==> src/rtl/rpn_eval_if.sv <==
// Character-stream bundle for rpn_eval: postfix input from the converter,
// decimal result output to the sink, plus BUSY/ERR status.
interface rpn_eval_if;
  logic       IN_STB;
  logic [7:0] IN_CHAR;
  logic       IN_ACK;
  logic       OUT_STB;
  logic [7:0] OUT_CHAR;
  logic       OUT_ACK;
  logic       BUSY;
  logic       ERR;

  modport master (
    output IN_STB, IN_CHAR, OUT_ACK,
    input  IN_ACK, OUT_STB, OUT_CHAR, BUSY, ERR
  );

  modport slave (
    input  IN_STB, IN_CHAR, OUT_ACK,
    output IN_ACK, OUT_STB, OUT_CHAR, BUSY, ERR
  );
endinterface

==> src/rtl/rpn_eval.sv <==
// Postfix (RPN) evaluator with a shared restoring divider for '/' and decimal conversion.
// Optional macro RPN_ERR_EN: an erroneous expression prints "E\n" instead of a number.
module rpn_eval #(
  parameter int WIDTH = 16,
  parameter int DEPTH = 8,
  parameter int NDIG  = 5
) (
  input  logic      CLK,
  input  logic      RST,
  rpn_eval_if.slave bus
);
  localparam int SPW = $clog2(DEPTH + 1);
  localparam int AW  = $clog2(DEPTH);
  localparam int CW  = $clog2(WIDTH);
  localparam int DW  = $clog2(NDIG);

  typedef enum logic [2:0] {
    IDLE, EXEC, DIV, CONV, EMIT_SIGN, EMIT_DIG, EMIT_LF
  } state_t;

  state_t           state;
  logic [WIDTH-1:0] stack [DEPTH];
  logic [SPW-1:0]   sp;
  logic [7:0]       op;
  logic             in_ack;
  logic             out_stb;
  logic [7:0]       out_char;
  logic             err;
  logic             neg;
  logic             q_neg;
  logic [WIDTH-1:0] div_q;
  logic [WIDTH-1:0] div_r;
  logic [WIDTH-1:0] div_d;
  logic [CW-1:0]    cnt;
  logic [3:0]       digits [NDIG];
  logic [DW-1:0]    ndig;
  logic [DW-1:0]    idx;
`ifdef RPN_ERR_EN
  logic             show_err;
`endif

  logic             has_a;
  logic             has_b;
  logic [AW-1:0]    a_idx;
  logic [AW-1:0]    b_idx;
  logic [SPW-1:0]   base;
  logic [WIDTH-1:0] a;
  logic [WIDTH-1:0] b;
  logic [WIDTH-1:0] alu;
  logic             eq_err;
  logic             in_digit;
  logic             in_cmd;
  logic [WIDTH:0]   trial;
  logic             sub_ok;
  logic [WIDTH-1:0] next_r;
  logic [WIDTH-1:0] next_q;

  function automatic logic [WIDTH-1:0] mag(input logic [WIDTH-1:0] v);
    return v[WIDTH-1] ? -v : v;
  endfunction

  function automatic logic [7:0] ascii(input logic [3:0] d);
    return {4'h3, d};
  endfunction

  // Operand fetch substitutes 0 for missing entries; base is the slot the result lands in.
  always_comb begin
    has_b  = sp != '0;
    has_a  = sp > SPW'(1);
    b_idx  = AW'(sp - SPW'(1));
    a_idx  = AW'(sp - SPW'(2));
    b      = has_b ? stack[b_idx] : '0;
    a      = has_a ? stack[a_idx] : '0;
    base   = has_a ? sp - SPW'(2) : '0;
    eq_err = err | ~has_b;
    if (op == 8'h2B)      alu = a + b;
    else if (op == 8'h2D) alu = a - b;
    else                  alu = a * b;
    in_digit = (bus.IN_CHAR >= 8'h30) && (bus.IN_CHAR <= 8'h39);
    in_cmd   = in_digit || (bus.IN_CHAR == 8'h2B) || (bus.IN_CHAR == 8'h2D) ||
               (bus.IN_CHAR == 8'h2A) || (bus.IN_CHAR == 8'h2F) || (bus.IN_CHAR == 8'h3D);
  end

  // One restoring-division step; div_q shifts the dividend out and the quotient in.
  always_comb begin
    trial  = {div_r, div_q[WIDTH-1]};
    sub_ok = trial >= {1'b0, div_d};
    next_r = sub_ok ? trial[WIDTH-1:0] - div_d : trial[WIDTH-1:0];
    next_q = {div_q[WIDTH-2:0], sub_ok};
  end

  always_ff @(posedge CLK) begin
    if (RST) begin
      state    <= IDLE;
      sp       <= '0;
      op       <= '0;
      in_ack   <= 1'b0;
      out_stb  <= 1'b0;
      out_char <= 8'h00;
      err      <= 1'b0;
      neg      <= 1'b0;
      q_neg    <= 1'b0;
      div_q    <= '0;
      div_r    <= '0;
      div_d    <= '0;
      cnt      <= '0;
      ndig     <= '0;
      idx      <= '0;
`ifdef RPN_ERR_EN
      show_err <= 1'b0;
`endif
    end else begin
      unique case (state)
        IDLE: begin
          in_ack <= 1'b1;
          if (bus.IN_STB && in_ack && in_cmd) begin
            op     <= bus.IN_CHAR;
            in_ack <= 1'b0;
            state  <= EXEC;
          end
        end
        EXEC: begin
          state  <= IDLE;
          in_ack <= 1'b1;
          if (op >= 8'h30 && op <= 8'h39) begin
            if (sp == SPW'(DEPTH)) err <= 1'b1;
            else begin
              stack[sp[AW-1:0]] <= {{(WIDTH-4){1'b0}}, op[3:0]};
              sp <= sp + SPW'(1);
            end
          end else if (op == 8'h3D) begin
            sp     <= '0;
            in_ack <= 1'b0;
            err    <= eq_err;
            neg    <= b[WIDTH-1];
            div_q  <= mag(b);
            div_r  <= '0;
            div_d  <= WIDTH'(10);
            cnt    <= '0;
            ndig   <= '0;
            state  <= CONV;
`ifdef RPN_ERR_EN
            if (eq_err) begin
              show_err <= 1'b1;
              out_stb  <= 1'b1;
              out_char <= 8'h45;
              state    <= EMIT_SIGN;
            end
`endif
          end else if (op == 8'h2F) begin
            if (!has_a) err <= 1'b1;
            if (b == '0) begin
              stack[base[AW-1:0]] <= '0;
              sp  <= base + SPW'(1);
              err <= 1'b1;
            end else begin
              div_q  <= mag(a);
              div_r  <= '0;
              div_d  <= mag(b);
              q_neg  <= a[WIDTH-1] ^ b[WIDTH-1];
              cnt    <= '0;
              sp     <= base;
              in_ack <= 1'b0;
              state  <= DIV;
            end
          end else begin
            if (!has_a) err <= 1'b1;
            stack[base[AW-1:0]] <= alu;
            sp <= base + SPW'(1);
          end
        end
        DIV: begin
          div_q <= next_q;
          div_r <= next_r;
          cnt   <= cnt + CW'(1);
          if (cnt == CW'(WIDTH-1)) begin
            stack[sp[AW-1:0]] <= q_neg ? -next_q : next_q;
            sp     <= sp + SPW'(1);
            in_ack <= 1'b1;
            state  <= IDLE;
          end
        end
        // Each pass through the divider yields the next digit, least significant first.
        CONV: begin
          div_q <= next_q;
          div_r <= next_r;
          cnt   <= cnt + CW'(1);
          if (cnt == CW'(WIDTH-1)) begin
            digits[ndig] <= next_r[3:0];
            div_r        <= '0;
            if (next_q == '0) begin
              idx     <= ndig;
              out_stb <= 1'b1;
              if (neg) begin
                out_char <= 8'h2D;
                state    <= EMIT_SIGN;
              end else begin
                out_char <= ascii(next_r[3:0]);
                state    <= EMIT_DIG;
              end
            end else begin
              ndig <= ndig + DW'(1);
            end
          end
        end
        EMIT_SIGN: begin
          if (bus.OUT_ACK) begin
`ifdef RPN_ERR_EN
            if (show_err) begin
              out_char <= 8'h0A;
              state    <= EMIT_LF;
            end else
`endif
            begin
              out_char <= ascii(digits[idx]);
              state    <= EMIT_DIG;
            end
          end
        end
        EMIT_DIG: begin
          if (bus.OUT_ACK) begin
            if (idx == '0) begin
              out_char <= 8'h0A;
              state    <= EMIT_LF;
            end else begin
              idx      <= idx - DW'(1);
              out_char <= ascii(digits[idx - DW'(1)]);
            end
          end
        end
        EMIT_LF: begin
          if (bus.OUT_ACK) begin
            out_stb  <= 1'b0;
            out_char <= 8'h00;
            err      <= 1'b0;
`ifdef RPN_ERR_EN
            show_err <= 1'b0;
`endif
            in_ack   <= 1'b1;
            state    <= IDLE;
          end
        end
        default: state <= IDLE;
      endcase
    end
  end

  assign bus.IN_ACK   = in_ack;
  assign bus.OUT_STB  = out_stb;
  assign bus.OUT_CHAR = out_char;
  assign bus.BUSY     = state != IDLE;
  assign bus.ERR      = err;
endmodule
==> src/flat_wrapper.sv <==
// flat-port wrapper written by rule: the top's interface ports become plain ports
module rpn_eval_flat 
#(
  parameter int WIDTH = 16,
  parameter int DEPTH = 8,
  parameter int NDIG  = 5
)
  (CLK, RST, bus_IN_STB, bus_IN_CHAR, bus_OUT_ACK, bus_IN_ACK, bus_OUT_STB, bus_OUT_CHAR, bus_BUSY, bus_ERR);
  rpn_eval_if bus_i ();
  input  logic CLK;
  input  logic RST;
  input wire logic [$bits(bus_i.IN_STB)-1:0] bus_IN_STB;
  input wire logic [$bits(bus_i.IN_CHAR)-1:0] bus_IN_CHAR;
  input wire logic [$bits(bus_i.OUT_ACK)-1:0] bus_OUT_ACK;
  output wire logic [$bits(bus_i.IN_ACK)-1:0] bus_IN_ACK;
  output wire logic [$bits(bus_i.OUT_STB)-1:0] bus_OUT_STB;
  output wire logic [$bits(bus_i.OUT_CHAR)-1:0] bus_OUT_CHAR;
  output wire logic [$bits(bus_i.BUSY)-1:0] bus_BUSY;
  output wire logic [$bits(bus_i.ERR)-1:0] bus_ERR;
  assign bus_i.IN_STB = bus_IN_STB;
  assign bus_i.IN_CHAR = bus_IN_CHAR;
  assign bus_i.OUT_ACK = bus_OUT_ACK;
  assign bus_IN_ACK = bus_i.IN_ACK;
  assign bus_OUT_STB = bus_i.OUT_STB;
  assign bus_OUT_CHAR = bus_i.OUT_CHAR;
  assign bus_BUSY = bus_i.BUSY;
  assign bus_ERR = bus_i.ERR;
  rpn_eval #(.WIDTH(WIDTH), .DEPTH(DEPTH), .NDIG(NDIG)) u_core (.CLK(CLK), .RST(RST), .bus(bus_i));
endmodule
==> config.mk <==
export PLATFORM = sky130hd
export DESIGN_NAME = rpn_eval_flat
export DESIGN_NICKNAME = d
export VERILOG_FILES = /design/src/rtl/rpn_eval_if.sv /design/src/rtl/rpn_eval.sv /design/src/flat_wrapper.sv
export SDC_FILE = /design/constraint.sdc
export NUM_CORES = 1
export LEC_CHECK = 0
export ABC_AREA = 1
export ABC_CLOCK_PERIOD_IN_PS = 12200
export CELL_PAD_IN_SITES_DETAIL_PLACEMENT = 1
export CELL_PAD_IN_SITES_GLOBAL_PLACEMENT = 1
export CORE_ASPECT_RATIO = 1.25
export CORE_MARGIN = 2
export CORE_UTILIZATION = 40
export CTS_CLUSTER_SIZE = 30
export DETAILED_ROUTE_END_ITERATION = 12
export PLACE_DENSITY_LB_ADDON = 0.1
export SYNTH_ARGS = -nofsm -noshare
export SYNTH_HDL_FRONTEND = slang
export SYNTH_SLANG_ARGS = --single-unit
==> constraint.sdc <==
create_clock -name CLK -period 12.2 [get_ports CLK]
set_clock_uncertainty 0.15 [all_clocks]
set_input_delay 1.22 -clock CLK [delete_from_list [all_inputs] [get_ports CLK]]
set_output_delay 1.22 -clock CLK [all_outputs]
set_load 0.03 [all_outputs]
# --- Word level (Yosys, flattened, before mapping) ---
# Memories as Yosys holds them, arrays and structs flattened. A register that Yosys moved wholly into a read port is not among the register bits.
# Cells that the tools add are included.
classes:
  eq_ne: 34
  muxes: 117
  add_sub_neg: 13
  n_bitwise: 8
  multipliers: 1
  n_reduce_logical: 41
  magnitude_cmp: 6
ops:
  columns: ["op", "n"]
  rows:
  - ["2-to-1 mux 16 bit", 23]
  - ["== test 8 x 6 -> 1 bit (second input constant)", 9]
  - ["2-to-1 mux 3 bit", 22]
  - ["negator 16 bit", 3]
  - ["one-hot mux 16 bit (3 select lines)", 1]
  - ["2-to-1 mux 4 bit", 11]
  - ["2-to-1 mux 1 bit", 42]
  - ["2-to-1 mux 8 bit", 5]
  - ["zero test 16 bit", 2]
  - ["one-hot mux 16 bit (2 select lines)", 1]
  - ["one-hot mux 8 bit (4 select lines)", 1]
  - ["subtractor 16 bit", 2]
  - ["one-hot mux 3 bit (7 select lines)", 1]
  - [">= comparator 17 x 16 -> 1 bit", 1]
  - ["adder 16 bit", 1]
  - [">= comparator 8 x 6 -> 1 bit (second input constant)", 2]
  - ["<= comparator 8 x 6 -> 1 bit (second input constant)", 2]
  - ["multiplier 16 x 16 -> 16 bit", 1]
  - ["one-hot mux 4 bit (2 select lines)", 2]
  - ["AND reduction 4 bit", 4]
  - ["OR reduction 16 bit", 1]
  - ["AND reduction 5 bit", 3]
  - ["inequality test 2 x 1 -> 1 bit (second input constant)", 7]
  - ["nonzero test 2 bit", 7]
  - ["other kinds (32)", 66]
totals:
  n_memories: 2
  reg_bits: 86
  inputBits: 12
  ram_bits: 148
  elab_cells: 237
  out_inout_bits: 12
mem_list:
  columns: ["name", "words", "width", "read_ports", "rd_ports_with_merged_regs", "wr", "line", "text"]
  rows:
  - ["u_core.stack", 8, 16, 2, 0, 1, "rpn_eval.sv:22", "logic [WIDTH-1:0] stack [DEPTH];"]
  - ["u_core.digits", 5, 4, 2, 1, 1, "rpn_eval.sv:35", "logic [3:0] digits [NDIG];"]

# --- Depth between registers and ports, before layout ---
# Gate-level depths: netlist (run 1).
# An unclocked memory read counts as a cell.
logic_depth:
  word_depth: 14
  ltp_mapped: 46
  mapped_depth_nobuf: 41

# --- Worst setup path after synthesis (run 1) ---
# Ideal clock, no wire load.
synth_path:
  path_kind: "register -> register"
  from: "register u_core.sp[0]"
  to: "memory u_core.stack[0][15], data pin"
  setup_slack_ns: 4.666
  stages_incl_launch_ff: 45
  setup_ns: 0.284
  n_path_buf: 7
  t_required_ns: 11.766
  arrival_ns: 7.101
  period_less_slack_ns: 7.534
  cell_sequence: "dfxtp_1 -> inv_2 -> buf_4 -> buf_2 -> buf_2 -> ha_1 -> buf_4 -> buf_4 -> buf_2 -> o211ai_1 -> nand2_1 -> nand2_1 -> nand2_1 -> nand2_1 -> clkbuf_1 -> inv_1 -> nand2_1 -> fa_1 -> (+9 left out) -> inv_1 -> o21ai_0 -> a21oi_1 -> o21ai_0 -> nand2_1 -> nand2_1 -> nand2_1 -> nand2_1 -> nand2_1 -> nand2_1 -> a21oi_1 -> inv_1 -> nand3_1 -> nand3_1 -> nand2_1 -> nand2_1 -> nand2_1 -> nand2_1"
synth_between:
  elab_chain_cells: 14
  word_cells_on_any_way: 24
  cone_classes: "add/sub: 4; mul: 1; order compare: 1; mux: 13; bitwise: 1; reduce/logical: 3; memory: 1"
synth_lines:
  columns: ["item", "line", "text"]
  rows:
  - ["from (decl)", "rpn_eval.sv:23", "logic [SPW-1:0] sp;"]
  - ["from (signal assigned)", "rpn_eval.sv:129", "sp <= sp + SPW'(1);"]
  - ["from (signal assigned)", "rpn_eval.sv:154", "sp <= base + SPW'(1);"]
  - ["from (signal assigned)", "rpn_eval.sv:162", "sp <= base;"]
  - ["branches (longest 13 deep; another with memory read (8 x 16 bit))", null, null]
  - ["2-to-1 mux 16 bit (no source line) (*)", null, null]
  - ["to (decl)", "rpn_eval.sv:22", null]
# Mark *: on every way between the ends.

# --- Worst setup path in the final report (run 1) ---
# Ends and elaborated chain as after synthesis.

==> impl_metrics.ini, run 1 <==
[final_layout]
stdcell_area_um2 = 21800
drive_gt1_share_pct = 6.49
final_util_pct = 43.5
diodes = 0
nNetsFinal = 2957
syn_to_final_growth_pct = 8.07

[synth]
synth_async_sr_flop_share_pct = 0
synth_edf_count = 148
ys_warn_count = 0
synthCells = 2775
synth_area_per_cell_um2 = 7.28
yosysSeqAreaShare_pct = 30.6
synth.distinct_cells = 65
synth.cell_area_um2 = 20200
yosys_register_bits = 235
ys.flop_type = edfxtp_1

[global_routing]
grtUsageTotal_pct = 29.3
grt_first_pass_wirelength_um = 117000
grt_pass1_vias = 20000
grt_max_degree = 97
grt.overflow.total = 0
antenna_found_initial = 0

[pwr]
ir_drop_mv = 0.115
p_leak_nw = 9.94
p_per_area_nw_per_um2 = 138

[die]
die_w_um = 205
fp-row-count = 92
start_util_pct = 40.3
core_region_area_um2 = 50200
die_height_um = 255
io_pins = 24
die-area_um2 = 52300

[timing]
worst_pin_slew_ps = 1210
report.final.hold_viol_count = 0
period_needed_ps = 9610
setup_viol = 0
hold_slack_ps = 299
slew_violations = 0
rsz0062_at_grt = false
max_slew_margin_pct = 18.2
tns_ps = 0
max_freq_ghz = 0.104
fin_crit_sh_pct = 78.8

[routing]
dr_total_vias = 18800
viasPerCell = 5.48
drt_wl_total_um = 75900
dr_wl_met2_um = 38200
antenna_left = 0
routed.top_layer = met4
wire_per_inst_um = 22.1
wl_met3_um = 2950
drc = 0
drt_iter0_drc = 1062
first_pass_iters = 5
wl_met1_um = 31400

[setup_path]
cp_max_fo = 96
cpMostUsedCell = nand2_1
worstSetupStartpointType = flip-flop
r2r_slack_ps = 2590
cp_slowest_stage_delay_ps = 990
path_class = flip-flop to flip-flop
worst_r2r_startpoint = u_core.sp[0]$_SDFFE_PP0P_
cp.required_ps = 12350
critPathCaptureType = flip-flop
timing.rr.end = u_core.stack[0][15]$_DFFE_PP_
cp-startpoint = u_core.sp[0]$_SDFFE_PP0P_
endpoint = u_core.stack[0][15]$_DFFE_PP_
cp_slowest_cell = dfxtp_4
worst_r2r_path_depth = 36
cp_data_arrival_time_ps = 9760

[clocking]
cts_resized = 0
cts_root_buf = clkbuf_16
cts_buffers = 28
clk_latency_ps = 600
clockBufferDepth = 3
numClockSinks = 235
post-cts-setup-buffers = 0
hold_buffers = 0
h-tree-depth = 1
tritoncts = yes
path_clk_slew_ps = 60

[job]
drv_cap = 0

[placed_design]
place_congestion = 0.898
numPortBuffers = 21
hpwl_um = 57000
dpl_cell_area_um2 = 20900

[worst_hold_path]
holdCritPathClass = flip-flop to flip-flop

[status]
status = finished, final reports clean
[synthesized netlist by cell type, types with 27 or more instances]
library cell / instances / area share, %
nand2_1: 701 / 13
inv_1: 444 / 8.2
nor2_1: 218 / 4.0
nand3_1: 193 / 4.8
a21oi_1: 183 / 4.5
o21ai_0: 172 / 4.3
edfxtp_1: 148 / 22
ha_1: 109 / 6.7
dfxtp_1: 87 / 8.6
fa_1: 83 / 8.2
xor2_1: 53 / 2.3
o211ai_1: 43 / 1.6
clkbuf_1: 36 / 0.67
buf_2: 30 / 0.74
nor3_1: 27 / 0.67
[per-layer routing]
layer  track usage, %  vias to the layer above
li1                 -                     8884
met1             35.6                     9352
met2             53.2                      424
met3             2.38                      138
met4             11.8                        0
met5                0                        -
[through the flow]
step	setup WS, ps	cells	total power, mW
floorplan	4670	2776	1.72
global route	1920	3433	3.17
global placement	2920	3381	2.10
finish	2590	3433	3.01
CTS	2660	3433	3.01
detailed placement	2690	3381	2.12
[report_power, final]
part           total [mW]  switching [mW]  internal [mW]  leakage (nW)
registers           0.877          0.0255          0.852          2.04
clock network       0.877           0.357          0.520         0.466
logic                1.26           0.923          0.332          7.43
total                3.01            1.31           1.70          9.94
[cell type report]
cell class,instances,area (um^2)
Multi-Input combinational cell,1967,11600
Timing Repair Buffer,54,453
Sequential cell,235,6190
Fill cell,6369,28300
Inverter,467,1770
Tap cell,658,823
Clock inverter,17,214
Clock buffer,35,747
[state kept, by name, summed over array words and instances, names as in the netlist, 6 cells and up, named ones only]
register,flops
u_core.digits,20
u_core.div_q,16
u_core.op,8
u_core.div_d,16
u_core.div_r,16
u_core.stack,128
u_core.bus.OUT_CHAR,6
[critical path, delay by kind of cell, from the launching register on]
kind                     cells  cell delay (ps)
buffers and inverters        9             2170
AO/OA/AOI/OAI                4              490
flip-flops                   1              990
adder cells (fa/ha/maj)      8             3560
AND/OR/NAND/NOR             15             1830
[how the worst min path moves through the flow]
stage / startpoint / end / slack [ps] / cells after the start
2_1_floorplan: u_core.op[6]$_SDFFE_PP0P_ / u_core.op[6]$_SDFFE_PP0P_ / 270 / 2
3_3_place_gp: u_core.op[6]$_SDFFE_PP0P_ / u_core.op[6]$_SDFFE_PP0P_ / 280 / 2
3_5_place_dp: u_core.op[7]$_SDFFE_PP0P_ / u_core.op[7]$_SDFFE_PP0P_ / 290 / 2
4_1_cts: u_core.op[7]$_SDFFE_PP0P_ / u_core.op[7]$_SDFFE_PP0P_ / 300 / 2
5_1_grt: u_core.op[6]$_SDFFE_PP0P_ / u_core.op[6]$_SDFFE_PP0P_ / 320 / 2
6_report: u_core.op[7]$_SDFFE_PP0P_ / u_core.op[7]$_SDFFE_PP0P_ / 300 / 2
[cells in the final DEF (no fill, tap or decap), drive strengths merged, types with 13 or more instances in the layout]
cell type and instances:
nand3 205, inv 466, nor2 239, a21oi 185
a31oi 15, buf 34, ha 109, xnor2 13
nand2 720, fa 83, clkdlybuf4s50 20, o211ai 43
clkinv 13, xor2 54, o21ai 191, nor3 30
edfxtp 148, dfxtp 87, clkbuf 35
[cell families after synthesis]
group	synth area share (%)
mux	0.111
simple gates	26.0
fa+ha+maj	15.0
flops	30.6
xor+xnor	3.03
other cells	0.0186
compound gates	13.4
buf+inv	11.9
No activity file was read; power rests on OpenSTA's default activity.
==> inputs of run 2 (changes only) <==
ABC_CLOCK_PERIOD_IN_PS = 9600   (was 12200)
clock period = 9.6 ns   (was 12.2 ns; I/O delays follow)
==> run 2 against run 1 <==
Maximum frequency increased by 13%. Clock power increased by 29%. Utilization increased by 0.16 points. Flip-flop and latch count unchanged. Largest cell class unchanged. Largest power group unchanged.
==> impl_metrics.ini, run 2 (synthesis gave the netlist of run 1 again) <==
[clocking]
clk_latency_ps = 590
h-tree-depth = 1
tritoncts = yes
path_clk_slew_ps = 60
cts_resized = 0
post-cts-setup-buffers = 0
hold_buffers = 0
cts_buffers = 28
cts_root_buf = clkbuf_16
numClockSinks = 235
clockBufferDepth = 3

[placed_design]
numPortBuffers = 21
place_congestion = 0.936
pre_cts_ws_ps = 1130
hpwl_um = 57000

[timing]
slew_violations = 0
max_slew_margin_pct = 30.4
tns_ps = 0
fin_crit_sh_pct = 88.6
rsz0062_at_grt = false
max_freq_ghz = 0.118
setup_ws_ps = 1090
report.final.hold_viol_count = 0
period_needed_ps = 8510
hold_slack_ps = 290
worst_pin_slew_ps = 1030
setup_viol = 0

[global_routing]
grtUsageTotal_pct = 28.9
antenna_found_initial = 0
grt_pass1_vias = 19600
grt_max_degree = 97
grt.overflow.total = 0
grt_first_pass_wirelength_um = 115000

[routing]
drt_wl_total_um = 75500
drt_iter0_drc = 1080
wire_per_inst_um = 21.9
first_pass_iters = 5
antenna_left = 0
dr_total_vias = 18900
viasPerCell = 5.49
drc = 0

[pwr]
p_leak_nw = 9.98
ir_drop_mv = 0.149
p_per_area_nw_per_um2 = 175
finalPower_mw = 3.84
clkPwrFrac_pct = 29.5
cellInternalPower_mw = 2.19
combPwrFrac_pct = 41.6
swShare_pct = 43.1
seq_power_share_pct = 28.9
power.switching_mw = 1.65

[die]
fp-row-count = 92
start_util_pct = 40.3
io_pins = 24
die_w_um = 205
core_region_area_um2 = 50200
die_height_um = 255
die-area_um2 = 52300

[final_layout]
largest_reg_flops = 128
layout_common_cells = 701 x nand2_1, 444 x inv_1, 210 x nor2_1
final_common_cell = nand2_1
syn_to_final_growth_pct = 8.47
diodes = 0
nNetsFinal = 2967
final_util_pct = 43.7
drive_gt1_share_pct = 6.79
n_fill_cell = 6349
multiInputGateArea_um2 = 11600
regArea_um2 = 6190

[setup_path]
path_class = flip-flop to flip-flop
worstSetupStartpointType = flip-flop
worst_r2r_startpoint = u_core.sp[0]$_SDFFE_PP0P_
r2r_slack_ps = 1090
cp-startpoint = u_core.sp[0]$_SDFFE_PP0P_
critPathCaptureType = flip-flop
cp.required_ps = 9730
cp_slowest_stage_delay_ps = 810
cp_data_arrival_time_ps = 8640
cpMostUsedCell = nand2_1
cp_slowest_cell = dfxtp_4
cp_max_fo = 71
worst_r2r_path_depth = 39
timing.rr.end = u_core.stack[6][15]$_DFFE_PP_

[status]
status = finished, final reports clean

[worst_hold_path]
min_from = u_core.op[6]$_SDFFE_PP0P_
worstHoldPathCells = 2
holdCritPathClass = flip-flop to flip-flop
holdPathEnd = u_core.op[6]$_SDFFE_PP0P_

[job]
drv_cap = 0
[run 2: cell count changes in the layout (fill, tap and decap cells not counted), sizes merged]
cell	delta
buf	+10
clkbuf	+1
inv	-1
bufinv	+1
clkinvlp	+2
clkinv	-3
[run 2: worst max-delay path by stage]
stage / to / depth (start not counted)
floorplan: u_core.stack[0][15]$_DFFE_PP_ / 44
global placement: u_core.stack[0][15]$_DFFE_PP_ / 39
detailed placement: u_core.stack[6][15]$_DFFE_PP_ / 39
CTS: u_core.stack[6][15]$_DFFE_PP_ / 39
global route: u_core.stack[6][15]$_DFFE_PP_ / 39
finish: u_core.stack[6][15]$_DFFE_PP_ / 39
[run 2: through the flow]
stage	std cells	area, um^2
after floorplan	2776	20200
after global placement	3391	21000
after detailed placement	3391	21000
after CTS	3443	21900
after global routing	3443	21900
final	3443	21900
[run 2: critical path, delay by kind of cell (launching register included)]
family	cells	cell delay, ps
buf+inv	10	1270
simple gates	14	1280
flops	1	810
compound gates	6	750
fa+ha+maj	9	3900
[run 2: layout make-up]
type | count | area share (%)
Clock inverter | 16 | 1.07
Clock buffer | 36 | 3.33
Timing Repair Buffer | 64 | 2.41
Multi-Input combinational cell | 1967 | 53.1
Sequential cell | 235 | 28.2
Inverter | 467 | 8.07
Tap cell | 658 | 3.76
[run 2: power groups by stage]
stage                     clock, mW  combinational [mW]  sequential, mW
after global placement            0                1.55            1.13
after floorplan                   0                1.07            1.12
final                          1.13                1.60            1.11
after CTS                      1.15                1.58            1.11
after global routing           1.19                1.73            1.11
after detailed placement          0                1.56            1.13
[run 2: per-layer routing]
layer	routed length, um	GRT usage [%]
met1	31800	36.1
met4	2890	10.2
met5	0	0
met2	37500	51.7
met3	3330	2.76
==> inputs of run 3 (changes only) <==
CAP_MARGIN = 20   (was unset)
==> run 3 against run 2 <==
Utilization about the same. Combinational power about the same. Wire length about the same. Clock power about the same. Setup slack improved by 49 ps. Total power about the same. Sequential power about the same. Cell area about the same. Critical path type unchanged. Sequential share of layout area about the same. First-iteration DRC count increased by 7.5%.
==> impl_metrics.ini, run 3 (synthesis gave the netlist of run 1 again) <==
[final_layout]
layout_common_cells = 701 x nand2_1, 444 x inv_1, 210 x nor2_1
largest_reg_flops = 128
syn_to_final_growth_pct = 8.56
diodes = 0
nNetsFinal = 2968
final_common_cell = nand2_1
drive_gt1_share_pct = 7.00

[die]
io_pins = 24
die-area_um2 = 52300
start_util_pct = 40.3
die_height_um = 255
die_w_um = 205
fp-row-count = 92
core_region_area_um2 = 50200

[routing]
dr_total_vias = 18900
antenna_left = 0
wire_per_inst_um = 21.9
drc = 0
viasPerCell = 5.49
first_pass_iters = 5
drt_wl_total_um = 75500
drt_iter0_drc = 1161

[clocking]
post-cts-setup-buffers = 0
cts_resized = 0
path_clk_slew_ps = 60
cts_root_buf = clkbuf_16
clk_latency_ps = 610
hold_buffers = 0
clockBufferDepth = 3
numClockSinks = 235
h-tree-depth = 1
tritoncts = yes
cts_buffers = 28

[timing]
setup_ws_ps = 1140
rsz0062_at_grt = false
hold_slack_ps = 290
report.final.hold_viol_count = 0
setup_viol = 0
max_freq_ghz = 0.118
max_slew_margin_pct = 33.7
period_needed_ps = 8460
fin_crit_sh_pct = 88.1
slew_violations = 0
worst_pin_slew_ps = 985
tns_ps = 0

[setup_path]
cp_max_fo = 71
cpMostUsedCell = nand2_1
cp_slowest_stage_delay_ps = 820
worstSetupStartpointType = flip-flop
critPathCaptureType = flip-flop
cp.required_ps = 9740
path_class = flip-flop to flip-flop
cp_data_arrival_time_ps = 8600
cp_top_family = adder cells
r2r_slack_ps = 1140
cp_num_buf_inv = 10
cp_slowest_cell = dfxtp_4

[global_routing]
grt_max_degree = 97
grt_pass1_vias = 19500
grt_first_pass_wirelength_um = 115000
grtUsageTotal_pct = 28.8
antenna_found_initial = 1
grt.overflow.total = 0

[placed_design]
numPortBuffers = 21
place_congestion = 0.936
pre_cts_ws_ps = 1120
hpwl_um = 57200

[pwr]
p_leak_nw = 10.0
ir_drop_mv = 0.138
p_per_area_nw_per_um2 = 175
finalPower_mw = 3.84

[status]
status = finished, final reports clean

[job]
drv_cap = 0

[worst_hold_path]
holdCritPathClass = flip-flop to flip-flop
-- run 3: changes by cell type in the layout (fill, tap and decap cells not counted), sizes merged --
cell	before	now
clkinvlp	3	1
buf	44	45
bufinv	5	4
clkbuf	36	37
inv	465	466
-- run 3: stage by stage --
step           utilization [%]  area [um^2]  std cells
2_1_floorplan                -        20200       2776
3_3_place_gp              41.8        21000       3391
3_5_place_dp              41.8        21000       3392
4_1_cts                   43.7        21900       3443
5_1_grt                   43.7        21900       3443
6_report                  43.7        21900       3443
-- run 3: final timing paths --
kind                                   from                            end  depth (start not counted)
setup reg to reg  u_core.sp[0]$_SDFFE_PP0P_  u_core.stack[6][15]$_DFFE_PP_                         39
hold reg to reg   u_core.op[6]$_SDFFE_PP0P_      u_core.op[6]$_SDFFE_PP0P_                          2
hold / removal    u_core.op[6]$_SDFFE_PP0P_      u_core.op[6]$_SDFFE_PP0P_                          2
setup / recovery  u_core.sp[0]$_SDFFE_PP0P_  u_core.stack[6][15]$_DFFE_PP_                         39
-- run 3: area by class of cell --
class / count / area [um^2]
fill: 6376 / 28200
sequential: 235 / 6190
timing repair buffer: 65 / 536
multi-input combinational: 1967 / 11600
clock buffer: 37 / 774
clock inverter: 14 / 203
inverter: 467 / 1770
tap: 658 / 823
-- run 3: worst register-to-register path: cells and delay by family (launching register included) --
family,cells,cell delay (ps)
adders and majority gates,9,3880
DFF,1,820
AOI/OAI and AO/OA,6,730
and+or+nand+nor,14,1260
buffers and inverters,10,1300
-- run 3: report_power, final --
part	internal (mW)	total [mW]	switching, mW
Sequential	1.08	1.11	0.0284
Combinational	0.430	1.59	1.16
Clock	0.676	1.14	0.463
Total	2.19	3.84	1.65
-- run 3: routing by layer --
layer | GRT usage, % | wire (um) | part of all wire, % | vias up
li1 | - | - | - | 8906
met4 | 11.3 | 3190 | 4.2 | 0
met1 | 35.8 | 31300 | 41 | 9387
met2 | 51.1 | 37100 | 49 | 487
met5 | 0 | 0 | 0 | -
met3 | 3.34 | 3890 | 5.1 | 137
